## src/rtl/fetch_unit_pkg.sv

```systemverilog
// rtl/fetch_unit_pkg.sv - shared widths, fetch buffer entry type and PC helpers for the fetch stage
package fetch_unit_pkg;

  localparam int XLEN = 32;

  typedef logic [XLEN-1:0] xword_t;

  localparam xword_t RESET_PC_DEFAULT = 32'h0000_0000;
  localparam xword_t PC_STEP          = 32'd4;

  typedef struct packed {
    xword_t pc;
    xword_t instr;
  } fetch_entry_t;

  localparam int ENTRY_W = $bits(fetch_entry_t);

  function automatic logic is_aligned(input xword_t addr);
    return addr[1:0] == 2'b00;
  endfunction

endpackage

```

## src/rtl/fetch_unit_if.sv

```systemverilog
// rtl/fetch_unit_if.sv - ROM, redirect and decode-side signals of the fetch stage
interface fetch_unit_if;
  import fetch_unit_pkg::*;

  xword_t rom_addr;
  xword_t rom_data;
  logic   redirect_valid;
  xword_t redirect_pc;
  logic   out_valid;
  logic   out_ready;
  xword_t out_instr;
  xword_t out_pc;
  logic   fetch_fault;

  modport master (
    output rom_addr, out_valid, out_instr, out_pc, fetch_fault,
    input  rom_data, redirect_valid, redirect_pc, out_ready
  );

  modport slave (
    input  rom_addr, out_valid, out_instr, out_pc, fetch_fault,
    output rom_data, redirect_valid, redirect_pc, out_ready
  );

endinterface

```

## src/rtl/fetch_unit_fifo.sv

```systemverilog
// rtl/fetch_unit_fifo.sv - synchronous fetch buffer holding {pc, instr} pairs; flush beats push
module fetch_fifo #(
  parameter int WIDTH = 64,
  parameter int DEPTH = 2
) (
  input  logic             clk,
  input  logic             rst_n,
  input  logic             push_i,
  input  logic             pop_i,
  input  logic             flush_i,
  input  logic [WIDTH-1:0] wdata_i,
  output logic             full_o,
  output logic             empty_o,
  output logic [WIDTH-1:0] head_o
);

  localparam int PTR_W = (DEPTH > 1) ? $clog2(DEPTH) : 1;
  localparam int CNT_W = $clog2(DEPTH + 1);

  logic [WIDTH-1:0] mem_q [DEPTH];
  logic [PTR_W-1:0] rd_ptr_q, rd_ptr_d;
  logic [PTR_W-1:0] wr_ptr_q, wr_ptr_d;
  logic [CNT_W-1:0] count_q, count_d;
  logic             do_push, do_pop;

  function automatic logic [PTR_W-1:0] ptr_inc(input logic [PTR_W-1:0] p);
    return (p == PTR_W'(DEPTH - 1)) ? '0 : p + 1'b1;
  endfunction

  assign full_o  = (count_q == CNT_W'(DEPTH));
  assign empty_o = (count_q == '0);
  assign head_o  = empty_o ? '0 : mem_q[rd_ptr_q];

  // A pop alongside a flush is still a completed handshake; the flush just discards the rest.
  always_comb begin
    do_pop   = pop_i & ~empty_o;
    do_push  = push_i & ~flush_i & (~full_o | do_pop);
    rd_ptr_d = rd_ptr_q;
    wr_ptr_d = wr_ptr_q;
    count_d  = count_q;
    if (flush_i) begin
      rd_ptr_d = '0;
      wr_ptr_d = '0;
      count_d  = '0;
    end else begin
      if (do_push) wr_ptr_d = ptr_inc(wr_ptr_q);
      if (do_pop)  rd_ptr_d = ptr_inc(rd_ptr_q);
      count_d = count_q + CNT_W'(do_push) - CNT_W'(do_pop);
    end
  end

  always_ff @(posedge clk or negedge rst_n) begin
    if (!rst_n) begin
      rd_ptr_q <= '0;
      wr_ptr_q <= '0;
      count_q  <= '0;
    end else begin
      rd_ptr_q <= rd_ptr_d;
      wr_ptr_q <= wr_ptr_d;
      count_q  <= count_d;
    end
  end

  // Storage needs no reset: head_o is masked to zero while the buffer is empty.
  always_ff @(posedge clk) begin
    if (do_push) mem_q[wr_ptr_q] <= wdata_i;
  end

endmodule

```

## src/rtl/fetch_unit.sv

```systemverilog
// rtl/fetch_unit.sv - instruction fetch stage: PC register, redirect handling and fault flag
module fetch_unit
  import fetch_unit_pkg::*;
#(
  parameter xword_t RESET_PC = RESET_PC_DEFAULT,
  parameter int     DEPTH    = 2
) (
  input  logic clk,
  input  logic rst_n,
  fetch_unit_if.master bus
);

  xword_t       pc_q, pc_d;
  logic         fault_q, fault_d;
  logic         push, pop;
  logic         fifo_full, fifo_empty;
  fetch_entry_t wr_entry, head_entry;

  assign pop  = ~fifo_empty & bus.out_ready;
  assign push = ~bus.redirect_valid & ~fault_q & (~fifo_full | pop);

  assign wr_entry.pc    = pc_q;
  assign wr_entry.instr = bus.rom_data;

  // A redirect replaces any sequential advance; a misaligned target parks the PC and halts fetch.
  always_comb begin
    pc_d    = pc_q;
    fault_d = fault_q;
    if (bus.redirect_valid) begin
      pc_d    = bus.redirect_pc & ~32'h3;
      fault_d = ~is_aligned(bus.redirect_pc);
    end else if (push) begin
      pc_d = pc_q + PC_STEP;
    end
  end

  always_ff @(posedge clk or negedge rst_n) begin
    if (!rst_n) begin
      pc_q    <= RESET_PC;
      fault_q <= 1'b0;
    end else begin
      pc_q    <= pc_d;
      fault_q <= fault_d;
    end
  end

  fetch_fifo #(
    .WIDTH (ENTRY_W),
    .DEPTH (DEPTH)
  ) u_fifo (
    .clk     (clk),
    .rst_n   (rst_n),
    .push_i  (push),
    .pop_i   (pop),
    .flush_i (bus.redirect_valid),
    .wdata_i (wr_entry),
    .full_o  (fifo_full),
    .empty_o (fifo_empty),
    .head_o  (head_entry)
  );

  assign bus.rom_addr    = pc_q;
  assign bus.out_valid   = ~fifo_empty;
  assign bus.out_pc      = head_entry.pc;
  assign bus.out_instr   = head_entry.instr;
  assign bus.fetch_fault = fault_q;

endmodule

```

## src/flat_wrapper.sv

```systemverilog
// flat-port wrapper written by rule: the top's interface ports become plain ports
module fetch_unit_flat import fetch_unit_pkg::*;
#(
  parameter xword_t RESET_PC = RESET_PC_DEFAULT,
  parameter int     DEPTH    = 2
)
  (clk, rst_n, bus_rom_addr, bus_out_valid, bus_out_instr, bus_out_pc, bus_fetch_fault, bus_rom_data, bus_redirect_valid, bus_redirect_pc, bus_out_ready);
  fetch_unit_if bus_i ();
  input  logic clk;
  input  logic rst_n;
  output wire logic [$bits(bus_i.rom_addr)-1:0] bus_rom_addr;
  output wire logic [$bits(bus_i.out_valid)-1:0] bus_out_valid;
  output wire logic [$bits(bus_i.out_instr)-1:0] bus_out_instr;
  output wire logic [$bits(bus_i.out_pc)-1:0] bus_out_pc;
  output wire logic [$bits(bus_i.fetch_fault)-1:0] bus_fetch_fault;
  input wire logic [$bits(bus_i.rom_data)-1:0] bus_rom_data;
  input wire logic [$bits(bus_i.redirect_valid)-1:0] bus_redirect_valid;
  input wire logic [$bits(bus_i.redirect_pc)-1:0] bus_redirect_pc;
  input wire logic [$bits(bus_i.out_ready)-1:0] bus_out_ready;
  assign bus_rom_addr = bus_i.rom_addr;
  assign bus_out_valid = bus_i.out_valid;
  assign bus_out_instr = bus_i.out_instr;
  assign bus_out_pc = bus_i.out_pc;
  assign bus_fetch_fault = bus_i.fetch_fault;
  assign bus_i.rom_data = bus_rom_data;
  assign bus_i.redirect_valid = bus_redirect_valid;
  assign bus_i.redirect_pc = bus_redirect_pc;
  assign bus_i.out_ready = bus_out_ready;
  fetch_unit #(.RESET_PC(RESET_PC), .DEPTH(DEPTH)) u_core (.clk(clk), .rst_n(rst_n), .bus(bus_i));
endmodule
```

## config.mk

```make
export PLATFORM = sky130hd
export DESIGN_NAME = fetch_unit_flat
export DESIGN_NICKNAME = d
export VERILOG_FILES = /design/src/rtl/fetch_unit_pkg.sv /design/src/rtl/fetch_unit_if.sv /design/src/rtl/fetch_unit_fifo.sv /design/src/rtl/fetch_unit.sv /design/src/flat_wrapper.sv
export SDC_FILE = /design/constraint.sdc
export NUM_CORES = 1
export LEC_CHECK = 0
export CAP_MARGIN = 20
export CORE_MARGIN = 1.5
export CORE_UTILIZATION = 47
export CTS_BUF_LIST = sky130_fd_sc_hd__clkbuf_4 sky130_fd_sc_hd__clkbuf_8
export CTS_CLUSTER_SIZE = 30
export DETAILED_ROUTE_END_ITERATION = 6
export GPL_ROUTABILITY_DRIVEN = 0
export GPL_TIMING_DRIVEN = 0
export HOLD_SLACK_MARGIN = 0.03
export PLACE_DENSITY = 0.83
export SETUP_SLACK_MARGIN = 0.4
export SYNTH_ARGS = -nofsm -noshare
export SYNTH_HDL_FRONTEND = slang
export SYNTH_SLANG_ARGS = --single-unit
```

## constraint.sdc

```tcl
create_clock -name clk -period 4.7 [get_ports clk]
set_input_delay 0.705 -clock clk [delete_from_list [all_inputs] [get_ports clk]]
set_output_delay 0.705 -clock clk [all_outputs]
set_load 0.02 [all_outputs]
```

After elaboration in Yosys (flattened, before gate mapping)
Memory sizes are Yosys's and may differ from the RTL's. Index checks and enable logic that the tools add are counted. W data, S select, Z words.

Register bits after elaboration: 37. Bits in writable memories: 128. Bits of input ports: 68. Output and inout port bits: 98. Memories kept: 1.

Add/sub/neg operators: 5. Equality and inequality tests: 1. Mux-type cells: 12. Bitwise logic cells: 13. Reduce and logical (&&, ||, !) cells: 5.

Memories: u_core.u_fifo.mem_q (words 2, width 64, read ports 1, clocked after memory_dff 0, write ports 1, RTL line fetch_unit_fifo.sv:20) `logic [WIDTH-1:0] mem_q [DEPTH];`.

Operators by type and width (count): $mux W32 (2); $mux W64 (1); $add A32 B3 Y32 const B (1); $mux W1 (8); $and A1 B1 Y1 (6); $reduce_bool A2 Y1 (3); $not A1 Y1 (5); $logic_not A2 Y1 (2); $add A1 B1 Y1 const B (2); $add A2 B1 Y2 (1); $eq A2 B2 Y1 const B (1); $mux W2 (1); $or A1 B1 Y1 (2); $sub A2 B1 Y2 (1).

Logic depth before layout (Yosys ltp)
Depth in word-level cells: 10. Depth in mapped cells: 9.

Cells and area by module
A second synthesis with hierarchy kept.

Cell total of the unflattened synthesis: 514. Area total of the unflattened synthesis: 6931.6 um^2.

By module, submodules not included: fetch_fifo (times used 1, cells an instance 298, area an instance 5086.1 um^2, sequential area each 3943.8 um^2); fetch_unit (times used 1, cells an instance 216, area an instance 1845.5 um^2, sequential area each 775.7 um^2).

Worst setup path before layout
No wires, ideal clock.

Path kind: input to register. Start point: input bus_out_ready. End point: memory u_core.u_fifo.mem_q[0][0] (enable). Setup time: 0.482 ns. Arrival: 4.048 ns. Slack: 0.170 ns. Stages: 5. Buffers on the path: 1. Path through: nor3b_1 > clkbuf_1 > nor2_1 > nand2_1 > nor2_1.

Longest elaborated chain between the ends: 7. Elaborated cells between the ends (all ways): 9. Those cells by class: mux (2); bitwise (7).

Ends and longest elaborated chain: start, declared (RTL line flat_wrapper.sv:19) `input wire logic [$bits(bus_i.out_ready)-1:0] bus_out_ready;`; $and A1 B1 Y1 * (RTL line fetch_unit.sv:19) `assign pop = ~fifo_empty & bus.out_ready;`; $or A1 B1 Y1 (RTL line fetch_unit.sv:20) `assign push = ~bus.redirect_valid & ~fault_q & (~fifo_full | pop);`; $and A1 B1 Y1 (RTL line fetch_unit.sv:20); $and A1 B1 Y1 (RTL line fetch_unit_fifo.sv:37) `do_push = push_i & ~flush_i & (~full_o | do_pop);`; $and A1 B1 Y1 * (RTL line fetch_unit_fifo.sv:37); $mux W1 * (RTL line fetch_unit_fifo.sv:66) `if (do_push) mem_q[wr_ptr_q] <= wdata_i;`; $mux W1 (not written as such) * (RTL line fetch_unit_fifo.sv:66); end, declared (RTL line fetch_unit_fifo.sv:20).

Every way passes the cells marked *; elsewhere a longest branch is shown, timed or not.

Worst setup path after layout
Start point: register u_core.u_fifo.rd_ptr_q. End point: output bus_out_pc[23].

Longest elaborated chain between the ends: 2.

Ends and longest elaborated chain: start, declared (RTL line fetch_unit_fifo.sv:21) `logic [PTR_W-1:0] rd_ptr_q, rd_ptr_d;`; start signal, assigned (RTL line fetch_unit_fifo.sv:58) `rd_ptr_q <= rd_ptr_d;`; $mem_v2 Z2 W64; $mux W64 (RTL line fetch_unit_fifo.sv:32) `assign head_o = empty_o ? '0 : mem_q[rd_ptr_q];`; end, declared (RTL line flat_wrapper.sv:14) `output wire logic [$bits(bus_i.out_pc)-1:0] bus_out_pc;`.

Every way passes these cells.

==> flow_metrics.env <==
export IMPL_status="finished, final reports clean"
export IMPL_syn_inst=508
export IMPL_ctsHoldBuffers=0
export IMPL_port_buffers=161
export IMPL_async_flop_share_pct=22.01
export IMPL_hpwl_um=10720
export IMPL_top_layer_used="met4"
export IMPL_slew_headroom_pct=42.20
export IMPL_end_kind="output pin"
export IMPL_critical_path_class="reg2out"
export IMPL_hold_path_class="in2async"
export IMPL_muxShareOfSynthArea_pct=9.333
export IMPL_synth_distinct_cells=47
export IMPL_cts_root_buffer_cell="clkbuf_8"
export IMPL_start_util_pct=48.49
export IMPL_avgSynthCellArea_um2=13.30
export IMPL_core_area_mm2=0.01393
export IMPL_fin_skew_ns=0.008033
export IMPL_arrival_ns=2.92
export IMPL_grt_max_degree=63
export IMPL_cts_tree="built"
export IMPL_ant_nets=0
export IMPL_fmax_ghz=0.2758
export IMPL_drive_above_1_share_pct=6.374
export IMPL_slew_viol_final=0
export IMPL_synth_flop_cell="edfxtp_1"
export IMPL_met2_length_um=7304
export IMPL_synth_edf_count=124
export IMPL_netlist_top_cells_area="edfxtp_1 55%, dfrtp_1 13%, mux2i_1 9.3%, nor2_1 5.1%, xnor2_1 1.4%"
export IMPL_htree_levels=4
export IMPL_viasPerCell=5.467
export IMPL_tightest_slew_ns=0.8670
export IMPL_worst_slack_ns=1.074
export IMPL_ir_drop_mv=0.1928
export IMPL_cts_setup_buffers=0
export IMPL_wl_per_cell_um=17.29
export IMPL_clk_latency_ns=0.43
export IMPL_ys_warnings_count=0
export IMPL_place_ws_ns=1.259
export IMPL_die_h_um=122.9
export IMPL_met3WireLength_um=1099
export IMPL_power_density_mw_per_mm2=476.6
export IMPL_track_usage_pct=20.49
export IMPL_num_rows=43
export IMPL_layout_common_cells="160 x clkdlybuf4s50_1, 124 x edfxtp_1, 90 x nor2_1"
export IMPL_drt_iter0_drc=399
export IMPL_grt_pass1_wl_um=23630
export IMPL_finalHoldViolCount=0
export IMPL_synthAdderAreaFrac_pct=0.5556
export IMPL_grt_pass1_vias=4588
export IMPL_clock_path_buffers=2
export IMPL_firstDrtPassIters=4
export IMPL_dieWidth_um=122.9
export IMPL_ys_ff_latch=159
export IMPL_placedCellCount=854
export IMPL_drc_errors=0
export IMPL_p_total_mw=4.331
export IMPL_power_leakage_nw=3.065
export IMPL_startpoint_type="flip-flop"
export IMPL_synth_top_area_cell="edfxtp_1"
export IMPL_placed_area_mm2=0.008660
export IMPL_rsz0062_at_grt="no"
export IMPL_drv_cap=0
export IMPL_ys_seq_area_share_pct=68.07
export IMPL_io_pin_count=166
export IMPL_wirelength_um=15320
export IMPL_fin_cells=886
export IMPL_final_nets=764
export IMPL_antenna_found_initial=0
export IMPL_cts_resized=0
export IMPL_synth_top_area_share_pct=55.11
export IMPL_numCtsBuffers=17
export IMPL_final_common_cell="clkdlybuf4s50_1"
export IMPL_min_period_ns=3.626
export IMPL_path_max_fanout=10
export IMPL_synth_area_mm2=0.006756
export IMPL_area_growth_pct=34.52
export IMPL_synth_top_family_by_area="simple AND/OR/NAND/NOR gates"
export IMPL_synth_compound_area_share_pct=5.019
export IMPL_die_area_mm2=0.01510
export IMPL_grt_overflow=0
export IMPL_met1_length_um=6639
export IMPL_synth_xor_area_share_pct=1.556
export IMPL_clock_sinks=159
export IMPL_yosys_area_share_simple_pct=12.93
export IMPL_setup_viol_count_final=0
export IMPL_post_route_period_util_pct=77.15
export IMPL_final_area_mm2=0.009089
export IMPL_crit_required_ns=3.99
export IMPL_path_clk_slew_ns=0.08
export IMPL_n_antenna_cell=0
export IMPL_num_vias=4844
sequential cells by signal (all words and copies together), names as in the netlist:
name and flops:
u_core.u_fifo.rd_ptr_q 1, u_core.bus.fetch_fault 1, u_core.bus.rom_addr 30, u_core.u_fifo.mem_q 124, u_core.u_fifo.wr_ptr_q 1, u_core.u_fifo.count_q 2
routing by layer:
layer | GRT usage (%) | vias up
li1 | - | 2251
met1 | 27.71 | 2319
met2 | 33.47 | 240
met3 | 4.105 | 34
met4 | 6.541 | 0
met5 | 0 | -
cells by family (layout without fill, tap and decap cells):
kind of cell | Yosys count | after routing
simple gates | 181 | 181
flops | 159 | 159
mux | 63 | 63
compound gates | 49 | 49
buf+inv | 40 | 235
xor+xnor | 12 | 12
fa+ha+maj | 3 | 3
other cells | 1 | 4
stage by stage:
step | util (%) | hold WS, ns | setup TNS, ns
3_5_place_dp | 62.14 | 0.5409 | 0
4_1_cts | 65.22 | 0.3759 | 0
6_report | 65.22 | 0.3641 | 0
5_1_grt | 65.22 | 0.4135 | 0
2_1_floorplan | - | 0.4094 | 0
3_3_place_gp | 61.77 | 0.5217 | -30.96
cell usage after synthesis (2+ instances only):
cell type,count
a311o_1,3
a31oi_1,14
and2_1,2
and3_1,2
buf_1,4
buf_2,2
buf_4,4
clkbuf_1,20
dfrtp_1,35
edfxtp_1,124
ha_1,3
inv_1,9
mux2i_1,63
nand2_1,22
nand3_1,12
nand3_2,2
nand3b_1,2
nand4_1,9
nand4b_1,2
nor2_1,91
nor3_1,4
nor3b_1,2
nor4_1,7
nor4b_1,2
o211ai_1,2
o21ai_0,11
o31ai_1,9
o41ai_1,2
or2_2,2
or3_1,5
or4_1,11
xnor2_1,11
path summary, 6_finish.rpt:
check	from	end	slack (ns)	cells after the start
max in group asynchronous	rst_n	u_core.bus.rom_addr[6]	3.79	1
setup / recovery	u_core.u_fifo.rd_ptr_q	bus_out_pc[23]	1.07	5
hold / removal	rst_n	u_core.bus.rom_addr[29]	0.36	1
min in group clk	u_core.bus.rom_addr[3]	u_core.u_fifo.mem_q[0][35]	0.57	0
setup reg to reg	u_core.u_fifo.count_q[1]	u_core.u_fifo.mem_q[0][0]	1.95	6
hold reg to reg	u_core.bus.rom_addr[3]	u_core.u_fifo.mem_q[0][35]	0.57	0
worst max-delay path, stage by stage (launching register included):
cell             delay [ns]
dfrtp_1                0.34
clkbuf_1               0.46
buf_1                  0.68
mux2i_1                0.23
nor2_1                 0.14
clkdlybuf4s50_1        0.63
power by group:
part	total [mW]	leakage, nW	internal, mW	switching [mW]
combinational	1.58	1.31	0.709	0.866
sequential	1.68	1.54	1.60	0.0735
clock	1.08	0.218	0.601	0.478
area by class of cell:
type,instances,area (um2)
clock inverters,12,166.4
plain buffers,30,130.1
flip-flops and latches,159,4599
repair buffers,163,1654
inverters,10,37.54
multi-input cells,312,2013
fillers,1022,4846
clock buffers,20,262.8
well taps,180,225.2
Note: power is estimated with default switching activity, not from simulation.
